[src/rtl/frame_burst_write_ctrl.sv]
// Frame writer: splits a frame from the write FIFO into memory bursts and
// rotates through a ring of frame buffers, skipping the one the reader holds.
module frame_burst_write_ctrl #(
  parameter int ADDR_BITS  = 28,
  parameter int BUSRT_BITS = 10,
  parameter int BURST_SIZE = 128,
  parameter int NUM_BUFS   = 4,
  parameter int IDX_BITS   = 2,
  parameter int CNT_BITS   = 16
) (
  input  logic                          mem_clk,
  input  logic                          rst,
  input  logic                          write_req,
  output logic                          write_req_ack,
  input  logic [ADDR_BITS-1:0]          write_len,
  input  logic [NUM_BUFS*ADDR_BITS-1:0] base_addr,
  input  logic [CNT_BITS-1:0]           rdusedw,
  output logic                          fifo_aclr,
  output logic                          wr_burst_req,
  output logic [BUSRT_BITS-1:0]         wr_burst_len,
  output logic [ADDR_BITS-1:0]          wr_burst_addr,
  input  logic                          wr_burst_finish,
  input  logic                          proc_lock,
  input  logic [IDX_BITS-1:0]           proc_lock_idx,
  output logic                          frame_done_irq,
  output logic [IDX_BITS-1:0]           frame_done_idx,
  output logic [IDX_BITS-1:0]           cur_idx,
  output logic [15:0]                   frame_cnt
);

  localparam int CMP_BITS  = (CNT_BITS > ADDR_BITS) ? CNT_BITS : ADDR_BITS;
  localparam int NUM_SLOTS = 1 << IDX_BITS;

  typedef enum logic [2:0] {IDLE, ACK, WAIT_DATA, BURST, DONE} state_t;

  state_t                  state_reg, state_next;
  logic [ADDR_BITS-1:0]    rem_reg, rem_next;
  logic [ADDR_BITS-1:0]    addr_reg, addr_next;
  logic [IDX_BITS-1:0]     cur_idx_reg, cur_idx_next;
  logic [15:0]             frame_cnt_reg, frame_cnt_next;
  logic                    burst_req_reg, burst_req_next;
  logic [BUSRT_BITS-1:0]   burst_len_reg, burst_len_next;
  logic [ADDR_BITS-1:0]    burst_addr_reg, burst_addr_next;

  logic [ADDR_BITS-1:0]    base_arr [NUM_SLOTS];
  logic [ADDR_BITS-1:0]    burst_cap;
  logic [ADDR_BITS-1:0]    blen;
  logic                    fifo_ok;
  logic [IDX_BITS-1:0]     idx_plus1, idx_plus2, idx_adv;

  // Index space is padded to a power of two so cur_idx never needs a range check.
  genvar gi;
  generate
    for (gi = 0; gi < NUM_SLOTS; gi++) begin : g_base
      if (gi < NUM_BUFS) begin : g_used
        assign base_arr[gi] = base_addr[gi*ADDR_BITS +: ADDR_BITS];
      end else begin : g_unused
        assign base_arr[gi] = '0;
      end
    end
  endgenerate

  assign burst_cap = ADDR_BITS'(BURST_SIZE);
  assign blen      = (rem_reg < burst_cap) ? rem_reg : burst_cap;
  assign fifo_ok   = CMP_BITS'(rdusedw) >= CMP_BITS'(blen);

  // Next buffer, hopping over the one locked by the processor.
  assign idx_plus1 = (cur_idx_reg == IDX_BITS'(NUM_BUFS - 1)) ? '0 : cur_idx_reg + IDX_BITS'(1);
  assign idx_plus2 = (idx_plus1 == IDX_BITS'(NUM_BUFS - 1)) ? '0 : idx_plus1 + IDX_BITS'(1);
  assign idx_adv   = (proc_lock && (idx_plus1 == proc_lock_idx)) ? idx_plus2 : idx_plus1;

  always_ff @(posedge mem_clk or posedge rst) begin
    if (rst) begin
      state_reg      <= IDLE;
      rem_reg        <= '0;
      addr_reg       <= '0;
      cur_idx_reg    <= '0;
      frame_cnt_reg  <= '0;
      burst_req_reg  <= 1'b0;
      burst_len_reg  <= '0;
      burst_addr_reg <= '0;
    end else begin
      state_reg      <= state_next;
      rem_reg        <= rem_next;
      addr_reg       <= addr_next;
      cur_idx_reg    <= cur_idx_next;
      frame_cnt_reg  <= frame_cnt_next;
      burst_req_reg  <= burst_req_next;
      burst_len_reg  <= burst_len_next;
      burst_addr_reg <= burst_addr_next;
    end
  end

  always_comb begin
    state_next      = state_reg;
    rem_next        = rem_reg;
    addr_next       = addr_reg;
    cur_idx_next    = cur_idx_reg;
    frame_cnt_next  = frame_cnt_reg;
    burst_req_next  = burst_req_reg;
    burst_len_next  = burst_len_reg;
    burst_addr_next = burst_addr_reg;

    case (state_reg)
      IDLE: begin
        if (write_req) begin
          state_next = ACK;
          rem_next   = write_len;
          addr_next  = base_arr[cur_idx_reg];
        end
      end
      ACK: begin
        if (!write_req) state_next = WAIT_DATA;
      end
      WAIT_DATA: begin
        if (rem_reg == '0) begin
          state_next = DONE;
        end else if (fifo_ok) begin
          // Burst fields are frozen here and held for the whole request.
          state_next      = BURST;
          burst_req_next  = 1'b1;
          burst_len_next  = BUSRT_BITS'(blen);
          burst_addr_next = addr_reg;
        end
      end
      BURST: begin
        if (wr_burst_finish) begin
          state_next     = WAIT_DATA;
          burst_req_next = 1'b0;
          addr_next      = addr_reg + ADDR_BITS'(burst_len_reg);
          rem_next       = rem_reg - ADDR_BITS'(burst_len_reg);
        end
      end
      DONE: begin
        state_next     = IDLE;
        frame_cnt_next = frame_cnt_reg + 16'd1;
        cur_idx_next   = idx_adv;
      end
      default: state_next = IDLE;
    endcase
  end

  assign write_req_ack  = (state_reg == ACK);
  assign fifo_aclr      = (state_reg == ACK);
  assign wr_burst_req   = burst_req_reg;
  assign wr_burst_len   = burst_len_reg;
  assign wr_burst_addr  = burst_addr_reg;
  assign frame_done_irq = (state_reg == DONE);
  assign frame_done_idx = (state_reg == DONE) ? cur_idx_reg : '0;
  assign cur_idx        = cur_idx_reg;
  assign frame_cnt      = frame_cnt_reg;

endmodule

[config.mk]
export PLATFORM = sky130hd
export DESIGN_NAME = frame_burst_write_ctrl
export DESIGN_NICKNAME = d
export VERILOG_FILES = /design/src/rtl/frame_burst_write_ctrl.sv
export SDC_FILE = /design/constraint.sdc
export NUM_CORES = 1
export LEC_CHECK = 0
export CAP_MARGIN = 10
export CORE_ASPECT_RATIO = 0.75
export CORE_MARGIN = 8
export CORE_UTILIZATION = 50
export CTS_BUF_LIST = sky130_fd_sc_hd__clkbuf_4
export DETAILED_ROUTE_END_ITERATION = 8
export HOLD_SLACK_MARGIN = 0.12
export PLACE_DENSITY = 0.84
export SLEW_MARGIN = 20
export SYNTH_ARGS = -nofsm -noshare
export SYNTH_HDL_FRONTEND = slang
export SYNTH_SLANG_ARGS = --single-unit
[constraint.sdc]
create_clock -name mem_clk -period 5.3 [get_ports mem_clk]
set_input_delay 1.06 -clock mem_clk [delete_from_list [all_inputs] [get_ports mem_clk]]
set_output_delay 1.06 -clock mem_clk [all_outputs]
set_load 0.03 [all_outputs]
==> run metrics, run 1 <==
Final GP Congestion=0.878; number of max-cap violations=0; CP required=5.73 ns; type of the worst min-delay path=reg -> reg; share of post-route cells with drive strength above 1=8.74%; initial detailed-routing violation count=664; vias per cell=5.94; sequential fraction of the synthesis area=38.0%; share of flip-flops with an asynchronous set or reset=100%; first-pass GRT wire length=38300 um; DRT Pass-1 Iters=5; Worst-Skew Late Latency=0.56 ns; Crit-path slowest cell=buf_4; routed wire length=23800 um; startpoint class of the critical path=flop; Worst path most repeated cell=nor3_4; Commonest cells post-synth=dfrtp_1, nand2_1, nor2_1; worst r2r path cells=12; H-Tree Depth=4; worst min-delay path startpoint=frame_cnt[15]$_DFFE_PP0P_; RSZ-0062 raised after global routing=no; Fin Clk Skew=0.0166 ns; top cells by area, synth=dfrtp_1, mux4_2, ha_1, mux2_1, nand2_1; Rel. slew slack=31.6%; Layout area overhead=36.2%; CTS tree=built; CP endpoint kind=flop; antenna violations before repair=0; Num CTS Buffers=17; number of synthesis warnings=0; Hold Fails Final Rpt=0; post-synthesis simple-gate area fraction=18.9%; largest net degree at the start of global routing=58; Rows=39; adder-cell share of the synthesized area=6.74%; gr usage total=24.3%; maximum clock rate=255 MHz; Final Setup Violations=0; compound-gate portion of the synthesized area=16.4%; P_leak=4.20 nW; routed vias=7259; die area=19500 um2; Die X=159 um; core region area=15100 um2; Worst-Margin Slew=1.02 ns; TNS Setup=0 ns; worst path bufs/invs=1; Initial Util=50.7%; count leader, synth=dfrtp_1; outcome=completed; min cycle time layout=3.93 ns; clock root cell=clkbuf_4; number of fill cells in the layout=1134; diodes inserted=0; Post-synth EDFFs=0; Top Family by Delay on Critical Path=simple AND/OR/NAND/NOR gates; total setup buffers inserted after CTS=0; Synth Instances=788; # hold bufs at CTS=0; Post-Syn Area=7640 um2; worst vdd ir=0.351 mV; Worst-path clk slew=0.12 ns; share of Yosys cell area claimed by the top area cell type=38.0%; Post-DRT Antenna Nets=0; crit path from=rem_reg[10]$_DFFE_PP0P_; worst r2r src=rem_reg[10]$_DFFE_PP0P_; # IOs=225; Crit path arrival time=4.36 ns; Final period util=74.1%; hpwl dp=18000 um; multiplexer share of the synthesized area=13.2%; CP peak stage delay=0.52 ns; clk sinks=116; clk buf depth=2; Pwr per Cell Area=451 nW/um2; Most used DFF post-synth=dfrtp_1; GRT Residual Overflow=0; post-synthesis register bit count=116; worst-path cell chain=nor3_4 -> nand4_2 -> nor3_4 -> nand2_1 -> ha_1 -> a211oi_1 -> o21ai_0 -> a21oi_1 -> o31ai_1 -> o2111ai_4 -> buf_4 -> mux2_1; Yosys top cell by area=dfrtp_1; largest family of logic cells by synthesized area=simple AND/OR/NAND/NOR gates; IO Port Bufs=224; post_cts resized=0; Vert. Die Dim=123 um; post-synth cell types=69; crit-path max FO=48; syn avg cell area=9.70 um2; Nets=1208; Crit Path Class=reg -> reg; post-synthesis xor/xnor area fraction=2.86%; final core utilization=69.0%; wire per inst=19.5 um; Hold Path Depth=1; DRC=0; Worst path depth=12; final max-slew violation count=0; vias in the first global route=7264
metal layers:
metal | wire, um | GRT usage (%)
met5 | 58 | 2.15
met2 | 10900 | 38.9
met3 | 2110 | 7.12
met4 | 490 | 7.30
met1 | 10200 | 31.6
final cells by class:
cell class	count	area (um2)	area share [%]
sequential	116	2900	27.9
inverter	25	96.3	0.925
tap	205	256	2.46
multi-input combinational	610	4500	43.2
clock inverter	15	206	1.98
timing repair buffer	235	2320	22.3
clock buffer	17	128	1.23
where the power goes:
part | internal [mW] | switching [mW] | total, mW | leakage, nW
clock | 0.378 | 0.375 | 0.753 | 0.173
combinational | 0.995 | 1.37 | 2.37 | 2.63
sequential | 1.23 | 0.356 | 1.58 | 1.40
total | 2.60 | 2.10 | 4.70 | 4.20
cell usage in the layout (no fill, tap or decap), types with 5 or more instances in the layout:
| cell type | count |
|---|---|
| and3_1 | 11 |
| inv_1 | 24 |
| or4_1 | 6 |
| or3_1 | 11 |
| nor2_1 | 58 |
| nor4_1 | 5 |
| a311oi_1 | 10 |
| a31oi_1 | 10 |
| dfrtp_1 | 115 |
| clkdlybuf4s50_1 | 224 |
| and2_1 | 8 |
| a21oi_1 | 56 |
| ha_1 | 38 |
| conb_1 | 8 |
| nor3_1 | 24 |
| nand2_1 | 83 |
| o21a_1 | 7 |
| o311ai_0 | 6 |
| clkbuf_4 | 17 |
| nand4_1 | 14 |
| mux2_1 | 28 |
| o21ai_1 | 11 |
| xor2_1 | 8 |
| nor2b_1 | 5 |
| clkinv_4 | 5 |
| buf_4 | 11 |
| o211ai_1 | 12 |
| mux4_2 | 28 |
| a211oi_1 | 8 |
| o22ai_1 | 8 |
| xnor2_1 | 17 |
| nand3b_1 | 5 |
| nand3_1 | 33 |
| o21ai_0 | 22 |
| a21o_1 | 12 |
worst paths after layout:
check | to | slack, ns
worst max-delay path | wr_burst_addr[18]$_DFFE_PP0P_ | 1.37
worst min-delay path | frame_cnt[15]$_DFFE_PP0P_ | 0.48
worst max register to register | wr_burst_addr[18]$_DFFE_PP0P_ | 1.37
worst min register to register | frame_cnt[15]$_DFFE_PP0P_ | 0.48
max in group asynchronous | wr_burst_len[9]$_DFFE_PP0P_ | 3.37
min in group asynchronous | wr_burst_addr[19]$_DFFE_PP0P_ | 0.98
metrics by stage:
| stage | cells | setup slack [ns] | total power [mW] | hold WS [ns] | cell area, um2 |
|---|---|---|---|---|---|
| 2_1_floorplan | 795 | 1.17 | 3.13 | 0.467 | 7670 |
| 3_3_place_gp | 1191 | 1.55 | 3.84 | 0.460 | 10100 |
| 3_5_place_dp | 1191 | 1.44 | 3.92 | 0.465 | 10100 |
| 4_1_cts | 1223 | 1.41 | 4.68 | 0.486 | 10400 |
| 5_1_grt | 1223 | 1.06 | 5.02 | 0.514 | 10400 |
| 6_report | 1223 | 1.37 | 4.70 | 0.478 | 10400 |
kinds of logic (layout without fill, tap and decap cells):
kind of cell,count (synthesis),in the layout
other cells,1,8
buf+inv,69,292
flops,116,116
xor+xnor,25,25
mux,62,62
simple gates,285,285
compound gates,190,190
fa+ha+maj,40,40
(Power assumes the default switching activity.)
==> inputs of run 2 (changes only) <==
--- a/config.mk
+++ b/config.mk
@@ -8,11 +8,11 @@
 export CAP_MARGIN = 10
 export CORE_ASPECT_RATIO = 0.75
 export CORE_MARGIN = 8
-export CORE_UTILIZATION = 50
+export CORE_UTILIZATION = 45
 export CTS_BUF_LIST = sky130_fd_sc_hd__clkbuf_4
 export DETAILED_ROUTE_END_ITERATION = 8
 export HOLD_SLACK_MARGIN = 0.12
-export PLACE_DENSITY = 0.84
+export PLACE_DENSITY = 0.8
 export SLEW_MARGIN = 20
 export SYNTH_ARGS = -nofsm -noshare
 export SYNTH_HDL_FRONTEND = slang
==> constraint.sdc (replaced) <==
create_clock -name mem_clk -period 3.3 [get_ports mem_clk]
set_input_delay 0.66 -clock mem_clk [delete_from_list [all_inputs] [get_ports mem_clk]]
set_output_delay 0.66 -clock mem_clk [all_outputs]
set_load 0.03 [all_outputs]
==> run metrics, run 2 (synthesis results as in run 1) <==
GRT Residual Overflow=0 (unchanged); Final Setup Violations=0 (unchanged); share of power burned in registers=32.9% (-0.7 points); Num CTS Buffers=17 (unchanged); vias in the first global route=7461 (+2.7%); number of fill cells in the layout=1315 (+16%); min cycle time layout=3.30 ns (-0.628 ns); gr usage total=23.3% (-1.0 points); Rel. slew slack=53.7% (+22 points); final max-slew violation count=0 (unchanged); outcome=completed; type of the worst min-delay path=in -> async; Crit path arrival time=3.77 ns (-0.59 ns); P_leak=4.46 nW (+6.0%); Layout Cells excl Fill=1274 (+4.2%); CP endpoint kind=flop; antenna violations before repair=1 (+1); Vert. Die Dim=129 um (+4.7%); crit-path max FO=8 (-83%); Final Power=7.70 mW (+64%); largest net degree at the start of global routing=99 (+71%); worst r2r path cells=19 (+7); Worst-path clk slew=0.11 ns (about the same); Crit Path Class=reg -> reg; Final GP Congestion=0.942 (+7.3%); die area=21500 um2 (+9.8%); number of max-cap violations=0 (unchanged); clk sinks=116 (unchanged); clock root cell=clkbuf_4; Rows=41 (+5.1%); clk buf depth=2 (unchanged); core region area=16700 um2 (+11%); Sw Ratio=44.4% (-0.29 points); Post-DRT Antenna Nets=0 (unchanged); wire per inst=20.1 um (+3.1%); Fin Clk Skew=0.0190 ns (+0.00240 ns); leading cell types in the layout, fill and taps excluded=clkdlybuf4s50_1, dfrtp_1, nand2_1; Clock power frac=14.0% (-2.0 points); Pwr per Cell Area=708 nW/um2 (+57%); Hold Fails Final Rpt=0 (unchanged); Layout area overhead=42.4%; Initial Util=45.7% (-5.0 points); Final period util=100% (+26 points); most common cell after layout, fill and taps aside=clkdlybuf4s50_1; startpoint class of the critical path=flop; Register Area=2910 um2 (about the same); RSZ-0062 raised after global routing=yes; Worst-Skew Late Latency=0.54 ns (-0.02 ns); DRC=0 (unchanged); DRT Pass-1 Iters=7 (+2); combinational power share=53.0% (+2.7 points); H-Tree Depth=4 (unchanged); CP required=3.77 ns (-1.96 ns); routed wire length=25500 um (+7.4%); vias per cell=5.92 (-0.26%); worst r2r src=rem_reg[8]$_DFFE_PP0P_; IO Port Bufs=224 (unchanged); RR Endpoint=wr_burst_len[2]$_DFFE_PP0P_; maximum clock rate=303 MHz (+19%); first-pass GRT wire length=39700 um (+3.9%); share of post-route cells with drive strength above 1=14.5% (+5.7 points); multi-input logic area=4640 um2 (+3.2%); Worst Setup Slack, final=0.000939 ns (-1.37 ns); post-place setup slack=-0.0873 ns (-1.53 ns); R2R setup slack=0.0009 ns (-1.37 ns); Nets=1250 (+3.5%); Worst-Margin Slew=0.693 ns (-0.327 ns); CTS tree=built; P_sw=3.42 mW (+63%); Die X=166 um (+4.9%); initial detailed-routing violation count=629 (-5.3%); hpwl dp=19000 um (+5.2%); Int Power=4.28 mW (+65%); worst vdd ir=0.391 mV (+12%); # IOs=225 (unchanged); routed vias=7542 (+3.9%); placed insts=1221 (+2.5%)
run 2: changes by cell type in the layout (fill, tap and decap cells not counted), sizes merged:
| cell | before | now |
|---|---|---|
| clkinvlp | 2 | 4 |
| clkinv | 7 | 4 |
| diode | 0 | 1 |
| clkbuf | 17 | 20 |
| inv | 27 | 24 |
| buf | 11 | 53 |
| bufinv | 4 | 3 |
run 2: power groups by stage:
stage / Combinational (mW) / Clock (mW) / Sequential, mW
2_1_floorplan: 2.28 / 0 / 2.74
3_3_place_gp: 3.84 / 0 / 2.48
3_5_place_dp: 3.92 / 0 / 2.51
4_1_cts: 4.00 / 1.10 / 2.48
5_1_grt: 4.43 / 1.17 / 2.61
6_report: 4.09 / 1.08 / 2.54
run 2: how the worst max path moves through the flow:
stage                                  from                             to  slack (ns)  depth (start not counted)
global placement     rem_reg[7]$_DFFE_PP0P_  wr_burst_addr[22]$_DFFE_PP0P_        0.08                         11
finish               rem_reg[8]$_DFFE_PP0P_    wr_burst_len[2]$_DFFE_PP0P_      0.0009                         19
CTS                  rem_reg[7]$_DFFE_PP0P_  wr_burst_addr[18]$_DFFE_PP0P_        0.03                         13
detailed placement   rem_reg[7]$_DFFE_PP0P_  wr_burst_addr[23]$_DFFE_PP0P_       -0.09                         11
floorplan           rem_reg[21]$_DFFE_PP0P_   wr_burst_addr[0]$_DFFE_PP0P_        0.20                         13
global route         rem_reg[8]$_DFFE_PP0P_  wr_burst_addr[27]$_DFFE_PP0P_       -0.06                         12
run 2: per-layer routing:
| layer | global-route usage (%) | share of wire [%] | vias to the layer above |
|---|---|---|---|
| li1 | - | - | 3473 |
| met2 | 36.6 | 45 | 405 |
| met1 | 31.1 | 43 | 3604 |
| met5 | 0 | 0 | - |
| met4 | 7.24 | 2.2 | 0 |
| met3 | 6.18 | 9.5 | 60 |
run 2: worst max-delay path: stages, from the launching register on:
cell and delay [ns]:
dfrtp_1 0.42, or4_4 0.57, nor3_4 0.13, buf_6 0.18, nand2_4 0.08, buf_6 0.12, buf_4 0.12, buf_4 0.13
buf_4 0.12, buf_4 0.13, buf_4 0.13, buf_4 0.12, buf_4 0.13, buf_4 0.13, buf_4 0.12, buf_4 0.12
buf_4 0.12, buf_4 0.12, buf_4 0.12, o21ai_2 0.12
run 2: timing repair:
item | CTS | global route
setup endpoints to repair | 35 | 40
pin swaps | 5 | 11
setup buffers | 21 | 4
gates cloned | 1 | 0
gates resized for setup | 13 | 27
hold buffers | 0 | 0
run 2: area by class of cell:
| type | instances | share of cell area, % |
|---|---|---|
| antenna | 1 | 0.0230 |
| clock buffer | 20 | 1.38 |
| clock inverter | 10 | 1.24 |
| inverter | 25 | 0.897 |
| multi-input combinational | 610 | 42.6 |
| sequential | 116 | 26.7 |
| tap | 215 | 2.47 |
| timing repair buffer | 277 | 24.6 |
run 2: stage by stage:
stage	hold slack [ns]	instance area, um2	utilization, %	setup TNS, ns
floorplan	0.467	7670	-	0
global route	0.464	10900	65.1	-0.891
CTS	0.441	10800	64.6	0
detailed placement	0.468	10300	61.5	-2.39
finish	0.468	10900	65.1	0
global placement	0.465	10300	61.5	0
==> inputs of run 3 (changes only) <==
--- a/config.mk
+++ b/config.mk
@@ -6,14 +6,15 @@
 export NUM_CORES = 1
 export LEC_CHECK = 0
 export CAP_MARGIN = 10
+export CELL_PAD_IN_SITES_DETAIL_PLACEMENT = 0
+export CELL_PAD_IN_SITES_GLOBAL_PLACEMENT = 1
 export CORE_ASPECT_RATIO = 0.75
 export CORE_MARGIN = 8
-export CORE_UTILIZATION = 45
+export CORE_UTILIZATION = 34
 export CTS_BUF_LIST = sky130_fd_sc_hd__clkbuf_4
 export DETAILED_ROUTE_END_ITERATION = 8
-export HOLD_SLACK_MARGIN = 0.12
-export PLACE_DENSITY = 0.8
-export SLEW_MARGIN = 20
+export HOLD_SLACK_MARGIN = 0.08
+export PLACE_DENSITY_LB_ADDON = 0.1
 export SYNTH_ARGS = -nofsm -noshare
 export SYNTH_HDL_FRONTEND = slang
 export SYNTH_SLANG_ARGS = --single-unit
==> run metrics, run 3 (synthesis results as in run 1) <==
antenna violations before repair=1 (unchanged); worst r2r src=rem_reg[8]$_DFFE_PP0P_; Fin Clk Skew=0.0228 ns (+0.00381 ns); Die X=189 um (+14%); number of max-cap violations=0 (unchanged); Worst Setup Slack, final=0.114 ns (+0.113 ns); vias per cell=5.25 (-11%); outcome=completed; worst vdd ir=0.300 mV (-23%); RR Endpoint=wr_burst_addr[22]$_DFFE_PP0P_; Initial Util=34.7% (-11 points); most common cell after layout, fill and taps aside=clkdlybuf4s50_1; number of fill cells in the layout=2117 (+61%); CP endpoint kind=flop; first-pass GRT wire length=42900 um (+7.9%); gr usage total=19.5% (-3.7 points); core region area=22100 um2 (+32%); vias in the first global route=7365 (-1.3%); Post-DRT Antenna Nets=0 (unchanged); Final period util=96.5% (-3.4 points); hpwl dp=20900 um (+10%); final max-slew violation count=0 (unchanged); initial detailed-routing violation count=469 (-25%); largest net degree at the start of global routing=65 (-34%); Final GP Congestion=0.831 (-12%); Vert. Die Dim=146 um (+13%); routed wire length=26900 um (+5.2%); wire per inst=19.8 um (-1.5%); clk buf depth=2 (unchanged); Worst-path clk slew=0.12 ns (about the same); Crit path arrival time=3.63 ns (-0.14 ns); crit-path max FO=8 (unchanged); P_leak=4.47 nW (+0.30%); R2R setup slack=0.11 ns (+0.11 ns); H-Tree Depth=4 (unchanged); Nets=1256 (+0.48%); Area after DPL=10500 um2 (+2.4%); Hold Fails Final Rpt=0 (unchanged); share of post-route cells with drive strength above 1=14.4% (-0.11 points); clock root cell=clkbuf_4; # IOs=225 (unchanged); Layout area overhead=44.8%; cell area after layout=11100 um2 (+1.7%); worst r2r path cells=13 (-6); Worst-Margin Slew=0.529 ns (-0.164 ns); die area=27600 um2 (+29%); min cycle time layout=3.19 ns (-0.113 ns); Rows=47 (+15%); Num CTS Buffers=17 (unchanged); DRT Pass-1 Iters=5 (-2); type of the worst min-delay path=in -> async; Worst-Skew Late Latency=0.56 ns (+0.02 ns); maximum clock rate=314 MHz (+3.5%); GRT Residual Overflow=0 (unchanged); Pwr per Cell Area=704 nW/um2 (-0.54%); post-place setup slack=-0.118 ns (-0.0311 ns); startpoint class of the critical path=flop; IO Port Bufs=224 (unchanged); CTS tree=built; DRC=0 (unchanged); leading cell types in the layout, fill and taps excluded=clkdlybuf4s50_1, dfrtp_1, nand2_1; CP required=3.74 ns (-0.03 ns); Final Setup Violations=0 (unchanged); Rel. slew slack=64.7% (+11 points); clk sinks=116 (unchanged); Crit Path Class=reg -> reg; routed vias=7149 (-5.2%)
==> run 3: final cells by class <==
class | count | area [um2] | area share [%]
Antenna cell | 1 | 2.50 | 0.0226
Clock buffer | 18 | 135 | 1.22
Clock inverter | 14 | 130 | 1.18
Inverter | 25 | 97.6 | 0.882
Multi-Input combinational cell | 610 | 4630 | 41.8
Sequential cell | 116 | 2910 | 26.3
Tap cell | 294 | 368 | 3.32
Timing Repair Buffer | 283 | 2800 | 25.3
==> run 3: routing by layer <==
metal | global-route usage (%) | share of wire, %
met5 | 0 | 0
met4 | 3.63 | 0.89
met3 | 4.17 | 4.8
met2 | 30.1 | 45
met1 | 27.9 | 49
==> run 3: power by group <==
group	switching (mW)	internal [mW]	total, mW
Clock	0.630	0.385	1.01
Sequential	0.536	1.97	2.50
Combinational	2.37	1.90	4.27
Total	3.54	4.25	7.79
==> run 3: through the flow <==
| stage | utilization [%] | instances | hold WS [ns] | total power [mW] | TNS (ns) |
|---|---|---|---|---|---|
| CTS | 49.6 | 1357 | 0.378 | 7.77 | 0 |
| global placement | 47.7 | 1315 | 0.468 | 6.63 | -0.649 |
| detailed placement | 47.7 | 1315 | 0.480 | 6.65 | -3.80 |
| floorplan | - | 795 | 0.467 | 5.02 | 0 |
| finish | 50.2 | 1361 | 0.389 | 7.79 | 0 |
| global route | 50.2 | 1361 | 0.370 | 8.39 | -0.244 |
==> run 3: repair_timing <==
item                                    4_1_cts  5_1_grt
hold endpoints to repair                      0        0
hold buffers                                  0        0
setup buffers                                 9        3
cloned                                        1        0
endpoints found under the setup margin       40       40
resized for setup                            12       20
pin swaps                                     8        8
==> run 3: worst max-delay path by stage <==
stage | start | endpoint | cells after the start
3_5_place_dp | rem_reg[7]$_DFFE_PP0P_ | wr_burst_addr[18]$_DFFE_PP0P_ | 11
5_1_grt | rem_reg[24]$_DFFE_PP0P_ | wr_burst_addr[22]$_DFFE_PP0P_ | 14
6_report | rem_reg[8]$_DFFE_PP0P_ | wr_burst_addr[22]$_DFFE_PP0P_ | 13
2_1_floorplan | rem_reg[21]$_DFFE_PP0P_ | wr_burst_addr[0]$_DFFE_PP0P_ | 13
4_1_cts | rem_reg[8]$_DFFE_PP0P_ | wr_burst_addr[26]$_DFFE_PP0P_ | 13
3_3_place_gp | rem_reg[7]$_DFFE_PP0P_ | wr_burst_addr[16]$_DFFE_PP0P_ | 11
==> run 3: worst max-delay path: stages, from the launching register on <==
cell and delay [ns]:
dfrtp_1 0.40, or4_4 0.56, nor3_4 0.18, buf_6 0.17
nand2_4 0.06, ha_4 0.26, nand2_1 0.08, nor3_2 0.22
a21oi_2 0.10, o31ai_4 0.24, o2111ai_4 0.17, buf_6 0.19
buf_16 0.14, mux2_1 0.30
